`src/rtl/instr_encoder_writer_if.sv`:
```
// Request and instruction-memory write handshake bundle for instr_encoder_writer.
// slave: the encoder's view; master: the requester / memory side.
interface instr_encoder_writer_if #(
    parameter int unsigned ADDR_W = 10
);
    logic              req_valid;
    logic              req_ready;
    logic [4:0]        req_op;
    logic [4:0]        req_rd;
    logic [4:0]        req_rs1;
    logic [4:0]        req_rs2;
    logic [11:0]       req_imm;
    logic              imem_we;
    logic              imem_ready;
    logic [ADDR_W-1:0] imem_addr;
    logic [31:0]       imem_wdata;

    modport slave (
        input  req_valid, req_op, req_rd, req_rs1, req_rs2, req_imm, imem_ready,
        output req_ready, imem_we, imem_addr, imem_wdata
    );

    modport master (
        output req_valid, req_op, req_rd, req_rs1, req_rs2, req_imm, imem_ready,
        input  req_ready, imem_we, imem_addr, imem_wdata
    );
endinterface

```
`src/rtl/instr_encoder_writer.sv`:
```
// Packs mnemonic-level requests into 32-bit instruction words, buffers them and writes
// them sequentially to instruction memory. Optional write checksum: ENC_CHECKSUM_EN.
module instr_encoder_writer #(
    parameter int unsigned ADDR_W    = 10,
    parameter int unsigned DEPTH     = 2,
    parameter int unsigned ADDR_STEP = 4
) (
    input  logic                  clk,
    input  logic                  rst_n,
    input  logic                  start,
    input  logic [ADDR_W-1:0]     base_addr,
    input  logic                  stop,
    instr_encoder_writer_if.slave bus,
    output logic                  busy,
    output logic                  done,
    output logic                  err,
    output logic [15:0]           wr_count,
    output logic [31:0]           checksum
);
    localparam int unsigned PTR_W = (DEPTH > 1) ? $clog2(DEPTH) : 1;
    localparam int unsigned CNT_W = $clog2(DEPTH + 1);

    localparam logic [6:0] OPC_R    = 7'h00;
    localparam logic [6:0] OPC_I    = 7'h01;
    localparam logic [6:0] OPC_LW   = 7'h02;
    localparam logic [6:0] OPC_SW   = 7'h03;
    localparam logic [6:0] OPC_BR   = 7'h04;
    localparam logic [6:0] OPC_JAL  = 7'h05;
    localparam logic [6:0] OPC_JALR = 7'h06;
    localparam logic [6:0] F7_ALT   = 7'b0100000;

    localparam logic [4:0] OP_SUB  = 5'd1;
    localparam logic [4:0] OP_SRA  = 5'd7;
    localparam logic [4:0] OP_ADDI = 5'd8;
    localparam logic [4:0] OP_ANDI = 5'd9;
    localparam logic [4:0] OP_ORI  = 5'd10;
    localparam logic [4:0] OP_XORI = 5'd11;
    localparam logic [4:0] OP_SLLI = 5'd12;
    localparam logic [4:0] OP_SRLI = 5'd13;
    localparam logic [4:0] OP_SRAI = 5'd14;
    localparam logic [4:0] OP_LW   = 5'd15;
    localparam logic [4:0] OP_SW   = 5'd16;
    localparam logic [4:0] OP_BEQ  = 5'd17;
    localparam logic [4:0] OP_BNE  = 5'd18;
    localparam logic [4:0] OP_JAL  = 5'd19;
    localparam logic [4:0] OP_JALR = 5'd20;

    typedef enum logic [1:0] {S_IDLE, S_RUN, S_DRAIN} state_t;

    state_t            state_q, state_d;
    logic              busy_q, done_q, done_d;
    logic              err_q;
    logic [ADDR_W-1:0] addr_q;
    logic [15:0]       wr_count_q;

    logic [31:0]       fifo_mem [DEPTH];
    logic [PTR_W-1:0]  wr_ptr_q, rd_ptr_q;
    logic [CNT_W-1:0]  count_q;

    logic [31:0]       enc_word;
    logic              enc_ok;
    logic              start_ok, accept, push, pop;

    // funct3 of the ALU operation, indexed by the R-type op code
    function automatic logic [2:0] alu_f3(input logic [2:0] idx);
        case (idx)
            3'd0, 3'd1: alu_f3 = 3'b000;
            3'd2:       alu_f3 = 3'b111;
            3'd3:       alu_f3 = 3'b110;
            3'd4:       alu_f3 = 3'b100;
            3'd5:       alu_f3 = 3'b001;
            default:    alu_f3 = 3'b101;
        endcase
    endfunction

    // Instruction packing; unknown op codes flag enc_ok low
    always_comb begin
        enc_word = '0;
        enc_ok   = 1'b1;
        if (bus.req_op < OP_ADDI) begin
            enc_word = {((bus.req_op == OP_SUB) || (bus.req_op == OP_SRA)) ? F7_ALT : 7'b0,
                        bus.req_rs2, bus.req_rs1, alu_f3(bus.req_op[2:0]), bus.req_rd, OPC_R};
        end else begin
            case (bus.req_op)
                OP_ADDI: enc_word = {bus.req_imm, bus.req_rs1, alu_f3(3'd0), bus.req_rd, OPC_I};
                OP_ANDI: enc_word = {bus.req_imm, bus.req_rs1, alu_f3(3'd2), bus.req_rd, OPC_I};
                OP_ORI:  enc_word = {bus.req_imm, bus.req_rs1, alu_f3(3'd3), bus.req_rd, OPC_I};
                OP_XORI: enc_word = {bus.req_imm, bus.req_rs1, alu_f3(3'd4), bus.req_rd, OPC_I};
                OP_SLLI: enc_word = {7'b0, bus.req_imm[4:0], bus.req_rs1, alu_f3(3'd5),
                                     bus.req_rd, OPC_I};
                OP_SRLI: enc_word = {7'b0, bus.req_imm[4:0], bus.req_rs1, alu_f3(3'd6),
                                     bus.req_rd, OPC_I};
                OP_SRAI: enc_word = {F7_ALT, bus.req_imm[4:0], bus.req_rs1, alu_f3(3'd7),
                                     bus.req_rd, OPC_I};
                OP_LW:   enc_word = {bus.req_imm, bus.req_rs1, 3'b010, bus.req_rd, OPC_LW};
                OP_SW:   enc_word = {bus.req_imm[11:5], bus.req_rs2, bus.req_rs1, 3'b010,
                                     bus.req_imm[4:0], OPC_SW};
                OP_BEQ:  enc_word = {bus.req_imm[11:5], bus.req_rs2, bus.req_rs1, 3'b000,
                                     bus.req_imm[4:0], OPC_BR};
                OP_BNE:  enc_word = {bus.req_imm[11:5], bus.req_rs2, bus.req_rs1, 3'b001,
                                     bus.req_imm[4:0], OPC_BR};
                OP_JAL:  enc_word = {bus.req_imm, 5'b0, 3'b000, bus.req_rd, OPC_JAL};
                OP_JALR: enc_word = {bus.req_imm, bus.req_rs1, 3'b000, bus.req_rd, OPC_JALR};
                default: enc_ok   = 1'b0;
            endcase
        end
    end

    // Ready is a function of occupancy only, so a full FIFO never takes a push
    assign bus.req_ready  = (state_q == S_RUN) && (count_q < CNT_W'(DEPTH));
    assign accept         = bus.req_valid && bus.req_ready;
    assign push           = accept && enc_ok;
    assign bus.imem_we    = (count_q != '0);
    assign pop            = bus.imem_we && bus.imem_ready;
    assign bus.imem_wdata = fifo_mem[rd_ptr_q];
    assign bus.imem_addr  = addr_q;
    assign start_ok       = start && (state_q == S_IDLE);

    always_ff @(posedge clk or negedge rst_n) begin
        if (!rst_n) begin
            for (int i = 0; i < int'(DEPTH); i++) fifo_mem[i] <= '0;
            wr_ptr_q <= '0;
            rd_ptr_q <= '0;
            count_q  <= '0;
        end else begin
            if (push) begin
                fifo_mem[wr_ptr_q] <= enc_word;
                wr_ptr_q           <= wr_ptr_q + PTR_W'(1);
            end
            if (pop) rd_ptr_q <= rd_ptr_q + PTR_W'(1);
            case ({push, pop})
                2'b10:   count_q <= count_q + CNT_W'(1);
                2'b01:   count_q <= count_q - CNT_W'(1);
                default: count_q <= count_q;
            endcase
        end
    end

    always_ff @(posedge clk or negedge rst_n) begin
        if (!rst_n) begin
            state_q <= S_IDLE;
            busy_q  <= 1'b0;
            done_q  <= 1'b0;
        end else begin
            state_q <= state_d;
            busy_q  <= (state_d != S_IDLE);
            done_q  <= done_d;
        end
    end

    always_comb begin
        state_d = state_q;
        done_d  = 1'b0;
        case (state_q)
            S_IDLE:  if (start) state_d = S_RUN;
            S_RUN:   if (stop) state_d = S_DRAIN;
            S_DRAIN: begin
                if (count_q == '0) begin
                    state_d = S_IDLE;
                    done_d  = 1'b1;
                end
            end
            default: state_d = S_IDLE;
        endcase
    end

    always_ff @(posedge clk or negedge rst_n) begin
        if (!rst_n) begin
            addr_q     <= '0;
            wr_count_q <= '0;
            err_q      <= 1'b0;
        end else if (start_ok) begin
            addr_q     <= base_addr;
            wr_count_q <= '0;
            err_q      <= 1'b0;
        end else begin
            if (pop) begin
                addr_q <= addr_q + ADDR_W'(ADDR_STEP);
                if (wr_count_q != 16'hFFFF) wr_count_q <= wr_count_q + 16'd1;
            end
            if (accept && !enc_ok) err_q <= 1'b1;
        end
    end

`ifdef ENC_CHECKSUM_EN
    logic [31:0] checksum_q;

    always_ff @(posedge clk or negedge rst_n) begin
        if (!rst_n)        checksum_q <= '0;
        else if (start_ok) checksum_q <= '0;
        else if (pop)      checksum_q <= checksum_q ^ bus.imem_wdata;
    end

    assign checksum = checksum_q;
`else
    assign checksum = 32'h0;
`endif

    assign busy     = busy_q;
    assign done     = done_q;
    assign err      = err_q;
    assign wr_count = wr_count_q;
endmodule

```
`src/flat_wrapper.sv`:
```
// flat-port wrapper written by rule: the top's interface ports become plain ports
module instr_encoder_writer_flat 
#(
    parameter int unsigned ADDR_W    = 10,
    parameter int unsigned DEPTH     = 2,
    parameter int unsigned ADDR_STEP = 4
)
  (clk, rst_n, start, base_addr, stop, busy, done, err, wr_count, checksum, bus_req_valid, bus_req_op, bus_req_rd, bus_req_rs1, bus_req_rs2, bus_req_imm, bus_imem_ready, bus_req_ready, bus_imem_we, bus_imem_addr, bus_imem_wdata);
  instr_encoder_writer_if #(.ADDR_W(ADDR_W)) bus_i ();
  input  logic clk;
  input  logic rst_n;
  input  logic start;
  input  logic [ADDR_W-1:0] base_addr;
  input  logic stop;
  output logic busy;
  output logic done;
  output logic err;
  output logic [15:0] wr_count;
  output logic [31:0] checksum;
  input wire logic [$bits(bus_i.req_valid)-1:0] bus_req_valid;
  input wire logic [$bits(bus_i.req_op)-1:0] bus_req_op;
  input wire logic [$bits(bus_i.req_rd)-1:0] bus_req_rd;
  input wire logic [$bits(bus_i.req_rs1)-1:0] bus_req_rs1;
  input wire logic [$bits(bus_i.req_rs2)-1:0] bus_req_rs2;
  input wire logic [$bits(bus_i.req_imm)-1:0] bus_req_imm;
  input wire logic [$bits(bus_i.imem_ready)-1:0] bus_imem_ready;
  output wire logic [$bits(bus_i.req_ready)-1:0] bus_req_ready;
  output wire logic [$bits(bus_i.imem_we)-1:0] bus_imem_we;
  output wire logic [$bits(bus_i.imem_addr)-1:0] bus_imem_addr;
  output wire logic [$bits(bus_i.imem_wdata)-1:0] bus_imem_wdata;
  assign bus_i.req_valid = bus_req_valid;
  assign bus_i.req_op = bus_req_op;
  assign bus_i.req_rd = bus_req_rd;
  assign bus_i.req_rs1 = bus_req_rs1;
  assign bus_i.req_rs2 = bus_req_rs2;
  assign bus_i.req_imm = bus_req_imm;
  assign bus_i.imem_ready = bus_imem_ready;
  assign bus_req_ready = bus_i.req_ready;
  assign bus_imem_we = bus_i.imem_we;
  assign bus_imem_addr = bus_i.imem_addr;
  assign bus_imem_wdata = bus_i.imem_wdata;
  instr_encoder_writer #(.ADDR_W(ADDR_W), .DEPTH(DEPTH), .ADDR_STEP(ADDR_STEP)) u_core (.clk(clk), .rst_n(rst_n), .start(start), .base_addr(base_addr), .stop(stop), .bus(bus_i), .busy(busy), .done(done), .err(err), .wr_count(wr_count), .checksum(checksum));
endmodule
```
`config.mk`:
```
export PLATFORM = sky130hd
export DESIGN_NAME = instr_encoder_writer_flat
export DESIGN_NICKNAME = d
export VERILOG_FILES = /design/src/rtl/instr_encoder_writer_if.sv /design/src/rtl/instr_encoder_writer.sv /design/src/flat_wrapper.sv
export SDC_FILE = /design/constraint.sdc
export NUM_CORES = 1
export LEC_CHECK = 0
export ABC_AREA = 1
export BUFFER_PORTS_ARGS = -buffer_cell sky130_fd_sc_hd__buf_2
export CAP_MARGIN = 10
export CORE_MARGIN = 2
export CORE_UTILIZATION = 53
export DETAILED_ROUTE_END_ITERATION = 8
export PLACE_DENSITY = 0.77
export SLEW_MARGIN = 20
export SYNTH_ARGS = -nofsm -noshare
export SYNTH_HDL_FRONTEND = slang
export SYNTH_SLANG_ARGS = --single-unit
```
`constraint.sdc`:
```
create_clock -name clk -period 2.25 [get_ports clk]
set_input_delay 0.225 -clock clk [delete_from_list [all_inputs] [get_ports clk]]
set_output_delay 0.225 -clock clk [all_outputs]
set_load 0.02 [all_outputs]
```
* Word-level counts from Yosys, hierarchy flattened
Index checks and enable logic that the tools add are counted.
** Storage, ports and cells
- Output and inout bits :: 95
- Bits in registers :: 99
** Operators by class
- $lt $le $gt $ge :: 5
- Equal/unequal tests :: 25
- Mux-type cells :: 26
- Add/subtract/negate cells :: 6
- Reductions and logical operators :: 21
- Bitwise logic cells :: 2
** Operators by type and width (number)
- $pmux 32 s13 :: 1
- $mux 32 :: 5
- $bwmux 64 :: 1
- $mux 16 :: 3
- $eq 5x4->1 const B :: 8
- $demux 32 s1 :: 1
- $eq 5x5->1 const B :: 5
- $mux 10 :: 2
- $add 16x1->16 const B :: 1
- $ne 16x16->1 const B :: 1
- $pmux 3 s5 :: 1
- $reduce_or 13->1 :: 1
- $reduce_bool 2->1 :: 6
- $add 10x3->10 const B :: 1
- $logic_and 1x1->1 :: 7
- $eq 3x2->1 const B :: 2
- $eq 3x3->1 const B :: 2
- $mux 1 :: 6
- $mux 2 :: 3
- $mux 6 :: 1
- $pmux 2 s3 :: 1
- $eq 5x1->1 const B :: 1
- $eq 5x3->1 const B :: 1
- $lt 5x4->1 const B :: 1
- other kinds (17) :: 23

* Logic depth before layout (Yosys ltp)
- Word-level depth :: 8
- Depth in mapped cells :: 11
- Mapped depth without buffers :: 11

* Least setup slack after synthesis
No wires, ideal clock.
- Path type :: reg-to-reg
- Start :: reg u_core.state_q[1]
- End :: reg u_core.count_q[1]
- Buffers on the path :: 0
- Period minus slack after synthesis :: 1.875 ns
- Cell stages (with the launch flop) :: 8
- Required time :: 2.124 ns
- Path slack :: 0.375 ns
- Data arrival time :: 1.749 ns
- Cell sequence :: dfrtp_1 -> or2_1 -> nor3b_4 -> nand2_4 -> ha_1 -> a21oi_1 -> o21ai_0 -> xnor2_1
** Between the ends
- Longest elaborated chain between the ends :: 6
- Elaborated cells on any way between the ends :: 8
- Those cells by class :: eq/ne (3); mux (1); reduce/logical (4)
** Ends and longest elaborated chain
- start: declaration :: RTL line instr_encoder_writer.sv:50 : state_t state_q, state_d;
- start signal: assignment :: RTL line instr_encoder_writer.sv:145 : state_q <= state_d;
- $eq 2x1->1 * :: RTL line instr_encoder_writer.sv:110 : assign bus.req_ready = (state_q == S_RUN) && (count_q < CNT_W'(DEPTH));
- $logic_and 1x1->1 * :: RTL line instr_encoder_writer.sv:110
- $logic_and 1x1->1 * :: RTL line instr_encoder_writer.sv:111 : assign accept = bus.req_valid && bus.req_ready;
- $logic_and 1x1->1 * :: RTL line instr_encoder_writer.sv:112 : assign push = accept && enc_ok;
- $eq 2x1->1 / $eq 2x2->1 (equally long branches) :: RTL line instr_encoder_writer.sv:131 : case ({push, pop})
- $pmux 2 s2 / $reduce_bool 2->1 (equally long branches)
- end signal: assignment :: RTL line instr_encoder_writer.sv:132 : 2'b10: count_q <= count_q + CNT_W'(1);
- end signal: assignment :: RTL line instr_encoder_writer.sv:133 : 2'b01: count_q <= count_q - CNT_W'(1);
- end signal: assignment :: RTL line instr_encoder_writer.sv:134 : default: count_q <= count_q;
- end: declaration :: RTL line instr_encoder_writer.sv:58 : logic [CNT_W-1:0] count_q;
Every way passes the cells marked *; elsewhere a longest branch is shown, timed or not.
A chain may end at the register's enable or synchronous reset.

* Worst setup path after layout
- Start :: reg u_core.wr_count_q[0], in the netlist u_core.wr_count[0]
- End :: reg u_core.wr_count_q[3], in the netlist u_core.wr_count[3]
** Between the ends
- Longest elaborated chain between the ends :: 4
- Elaborated cells on any way between the ends :: 7
- Those cells by class :: add/sub (1); eq/ne (1); mux (3); reduce/logical (2)
** Ends and longest elaborated chain
- start: declaration :: RTL line instr_encoder_writer.sv:54 : logic [15:0] wr_count_q;
- start signal: assignment :: RTL line instr_encoder_writer.sv:179 : if (wr_count_q != 16'hFFFF) wr_count_q <= wr_count_q + 16'd1;
- $add 16x1->16 :: RTL line instr_encoder_writer.sv:179
- $mux 16 :: RTL line instr_encoder_writer.sv:179
- $mux 16 :: RTL line instr_encoder_writer.sv:177 : if (pop) begin
- $mux 16 :: RTL line instr_encoder_writer.sv:172 : end else if (start_ok) begin
Parallel ways exist; a longest one is shown, timed or not. The select of a mux whose other input is x is not followed.

==> results.md <==
Timing:
- The worst clock skew on the final layout is roughly 0.010 ns.
- In the final timing run, aggregate negative setup slack is 0 ns.
- Setup slack closes at 0.296 ns.
- Setup violations remaining at the end of the flow were counted as 0.
- At the pin with the least slew margin, the transition time is approximately 0.6 ns.
- Setup repair after global routing left no endpoint under its margin.
- Of the available clock period, the critical path in the final layout requires 0.869.
- Derived from the worst setup path, the maximum achievable clock frequency is between 0.5 and 0.6 GHz.
- The smallest clock period supported by the final layout is computed as around 2.0 ns.
- The hold violation total from the final report is 0.
- The worst pin sits at a relative slew slack of 0.597.
- The final max-slew violation count is 0.
- The tightest hold path in the finished design has a slack of roughly 0.066 ns.

Worst setup path:
- The nature of the critical path endpoint is a flop.
- The type of origin of the critical path is a flop.
- The required time at the endpoint of the critical path is around 2.5 ns.
- In this design, the stage delay of the slowest critical-path cell is about 0.47 ns.
- The critical-path cell with the highest stage delay is a21oi_2.
- The critical path class is flop to flop.
- The data arrival at the endpoint of the critical path is roughly 2.2 ns.
- The critical-path maximum fanout is 14.
- Traced cell by cell, the critical path runs through ha_1 > nand3_1 > inv_1 > nand2_1 > nor2_1 > a21oi_2 > o21ai_0.

Route:
- The first TritonRoute pass finished after 5 iterations.
- The post-detailed-route via-to-cell ratio is a little over 5.
- Once detail routing completed, the nets flagged for antenna violations numbered 0.
- The routed length per placed instance is roughly 13 um.
- In the routed design, unresolved DRC markers number 0.
- The routed layout has about 4800 vias.
- The detailed-route wire length is about 12000 um.
- The count of routing violations after the opening detailed-route iteration is 338.

Placed design:
- Routability-driven placement finished with a final weighted congestion of between 0.9 and 1.
- The cell total after placement is approximately 910.
- Input and output buffers added on the ports amount to ~110.
- Timing analysis after detailed placement gives a worst setup slack of approximately 0.17 ns.
- The placed cell area is approximately 5700 um^2.
- Detailed placement ended at an HPWL of ~8900 um.

Layout:
- The number of filler instances in the final layout is about 830.
- For this run, the number of standard cells in the final layout without fillers is about 920.
- The finished cells cover approximately 5900 um^2.
- The area growth from synthesis to layout is 14.6%.
- The share of final-layout standard cells stronger than drive strength 1 is 0.192.
- The antenna cell count is 0.
- Once layout is complete, the utilization of the core stands at 0.632.
- The number of nets in the finished design is between 800 and 900.

Clock tree:
- Post-CTS timing repair inserted 0 buffers for setup.
- The number of hold-repair buffers added at the cts stage is 1.
- The CTS clock-pin slew for the worst setup and hold paths is ~0.09 ns.
- The clock insertion delay at the later pin of the skew report is between 0.3 and 0.4 ns.
- The cell sitting at the root of the clock tree is a clkbuf_8.
- TritonCTS built the clock tree.
- The clock tree synthesis step divided the H-tree into 3 levels.
- The maximum clock path buffer count is 2.
- In this run, CTS created clock tree buffers numbering 9.
- The post-cts sizing count is 0.
- The number of sinks handled by clock tree synthesis is between 90 and 100.

Floorplan:
- The effective utilization at floorplan is 0.552.
- The count of standard-cell rows is 35.
- The area of the die is 10500 um^2.
- The die boundary width is approximately 100 um.
- During I/O placement, the number of pins put on the boundary was approximately 140.
- The core region is 9330 um^2.
- The die is approximately 100 um tall.

GRT:
- The first global-routing pass estimated around 20000 um of wire.
- The number of antenna violations at the first check in global routing is 0.
- The number of global-route vias before repair came to 4356.
- The maximum number of pins on one net before global-route repair is between 40 and 50.
- Across every metal layer, demand over resource in global routing totals 0.244.
- The global route total overflow is 0.

Logic synthesis:
- The share of async-settable or async-resettable flops after synthesis is 1.00.
- By area the synthesized netlist is led by dfrtp_1 44%, nand2_1 21%, buf_4 6.6%.
- Synthesis handed over a netlist of just under 700 instances.
- The cell area after technology mapping is around 5000 um^2.
- For this run, the register share of the synthesized area comes to 0.442.
- In this run the mean area of a mapped cell was around 7.5 um^2.
- The most used flip-flop cell after synthesis is dfrtp_1.
- Yosys mapped the design onto 39 distinct sky130hd cell types.
- The library cell with the highest instance count after synthesis is nand2_1.
- The share of synthesized area in the top cell type comes to 0.442.
- Sorting the synthesized cells by how often they occur yields 290 x nand2_1, 91 x dfrtp_1, 45 x buf_4.
- The Yosys step of the flow raised 0 warnings.
- The number of synthesized flops with an enable pin is 0.
- After synthesis the netlist holds a flip-flop and latch count of 91.
- The cell type contributing the most total cell area after synthesis is dfrtp_1.

Outcome:
- The run finished with clean final reports.

Power and ir drop:
- In this run the static leakage power is around 3.2 nW.
- In this run the power density over the cells is 1110 nW/um^2.
- IR analysis of the VDD net gives a maximum drop of approximately 710 uV.
- Power comes to around 6.5 mW.

Worst hold path:
- The path type of the worst min-delay path is primary input to flop.

Flow run:
- The max-cap violation count is 0.
final timing paths:
check	depth (start not counted)	start	slack (ns)	endpoint
min in group asynchronous	2	rst_n	0.41	u_core.fifo_mem[24]
hold / removal	3	base_addr[1]	0.07	u_core.bus.imem_addr[1]
setup / recovery	7	u_core.wr_count[0]	0.30	u_core.wr_count[3]
max in group asynchronous	3	rst_n	1.19	u_core.fifo_mem[7]
hold reg to reg	2	u_core.fifo_mem[14]	0.48	u_core.fifo_mem[14]
setup reg to reg	7	u_core.wr_count[0]	0.30	u_core.wr_count[3]
report_power, final:
group / switching, mW / total (mW) / internal, mW
combinational: 1.83 / 2.73 / 0.894
clock: 0.570 / 1.20 / 0.628
sequential: 0.429 / 2.61 / 2.18
cell usage in the layout, fill, tap and decap left out, types with 2 or more instances in the layout:
cell type	netlist	layout
clkinv_1	2	2
nor2_1	31	31
nor3_1	11	11
nand4_1	13	13
o21bai_1	5	5
buf_12	0	2
clkbuf_1	7	3
o21ai_1	26	26
buf_4	45	11
xor2_1	12	12
bufinv_16	0	2
ha_1	3	3
a22oi_1	5	5
nand3_1	35	35
a21oi_1	8	8
o21ai_0	20	20
nand3_2	3	3
nand2_1	290	290
clkbuf_8	0	9
o211ai_1	4	4
clkinvlp_4	0	2
inv_2	7	7
dfrtp_1	91	91
or2_2	2	2
a21boi_0	5	5
buf_2	3	105
nor2_4	4	4
a21oi_2	2	2
inv_1	32	32
xnor2_1	3	3
conb_1	1	36
area by class of cell:
class,count,area [um^2],share of cell area
Inverter,41,154,0.0261
Clock buffer,12,135,0.0229
Tap cell,129,161,0.0274
Timing Repair Buffer,119,658,0.112
Multi-Input combinational cell,528,2440,0.413
Clock inverter,4,75.1,0.0127
Sequential cell,91,2280,0.386
cells by family (layout without fill, tap and decap cells):
kind of cell	count (synthesis)	count (layout)	synth area share
simple gates	394	394	0.323
buf+inv	100	176	0.109
flops	91	91	0.442
compound gates	80	80	0.0912
xor+xnor	15	15	0.0255
fa+ha+maj	3	3	0.00729
other cells	1	36	0.000729
registers in the layout, indices dropped and copies added, names as in the netlist:
| signal | count |
|---|---|
| u_core.wr_count | 16 |
| u_core.state_q | 2 |
| u_core.done | 1 |
| u_core.err | 1 |
| u_core.fifo_mem | 56 |
| u_core.rd_ptr_q | 1 |
| u_core.wr_ptr_q | 1 |
| u_core.bus.imem_addr | 10 |
| u_core.busy | 1 |
| u_core.count_q | 2 |
worst max-delay path, delay by kind of cell, from the launching register on:
family	cells	cell delay [ns]
AO/OA/AOI/OAI	2	0.63
adder cells (fa/ha/maj)	1	0.30
buffers and inverters	1	0.09
flip-flops	1	0.43
AND/OR/NAND/NOR	3	0.34
metal layers:
layer	global-route usage	routed length (um)	vias to the layer above
met2	0.385	5840	193
met3	0.0298	704	23
met5	0	0	-
met1	0.355	5670	2232
li1	-	-	2328
met4	0.0769	207	0
No activity file was read; power rests on OpenSTA's default activity.
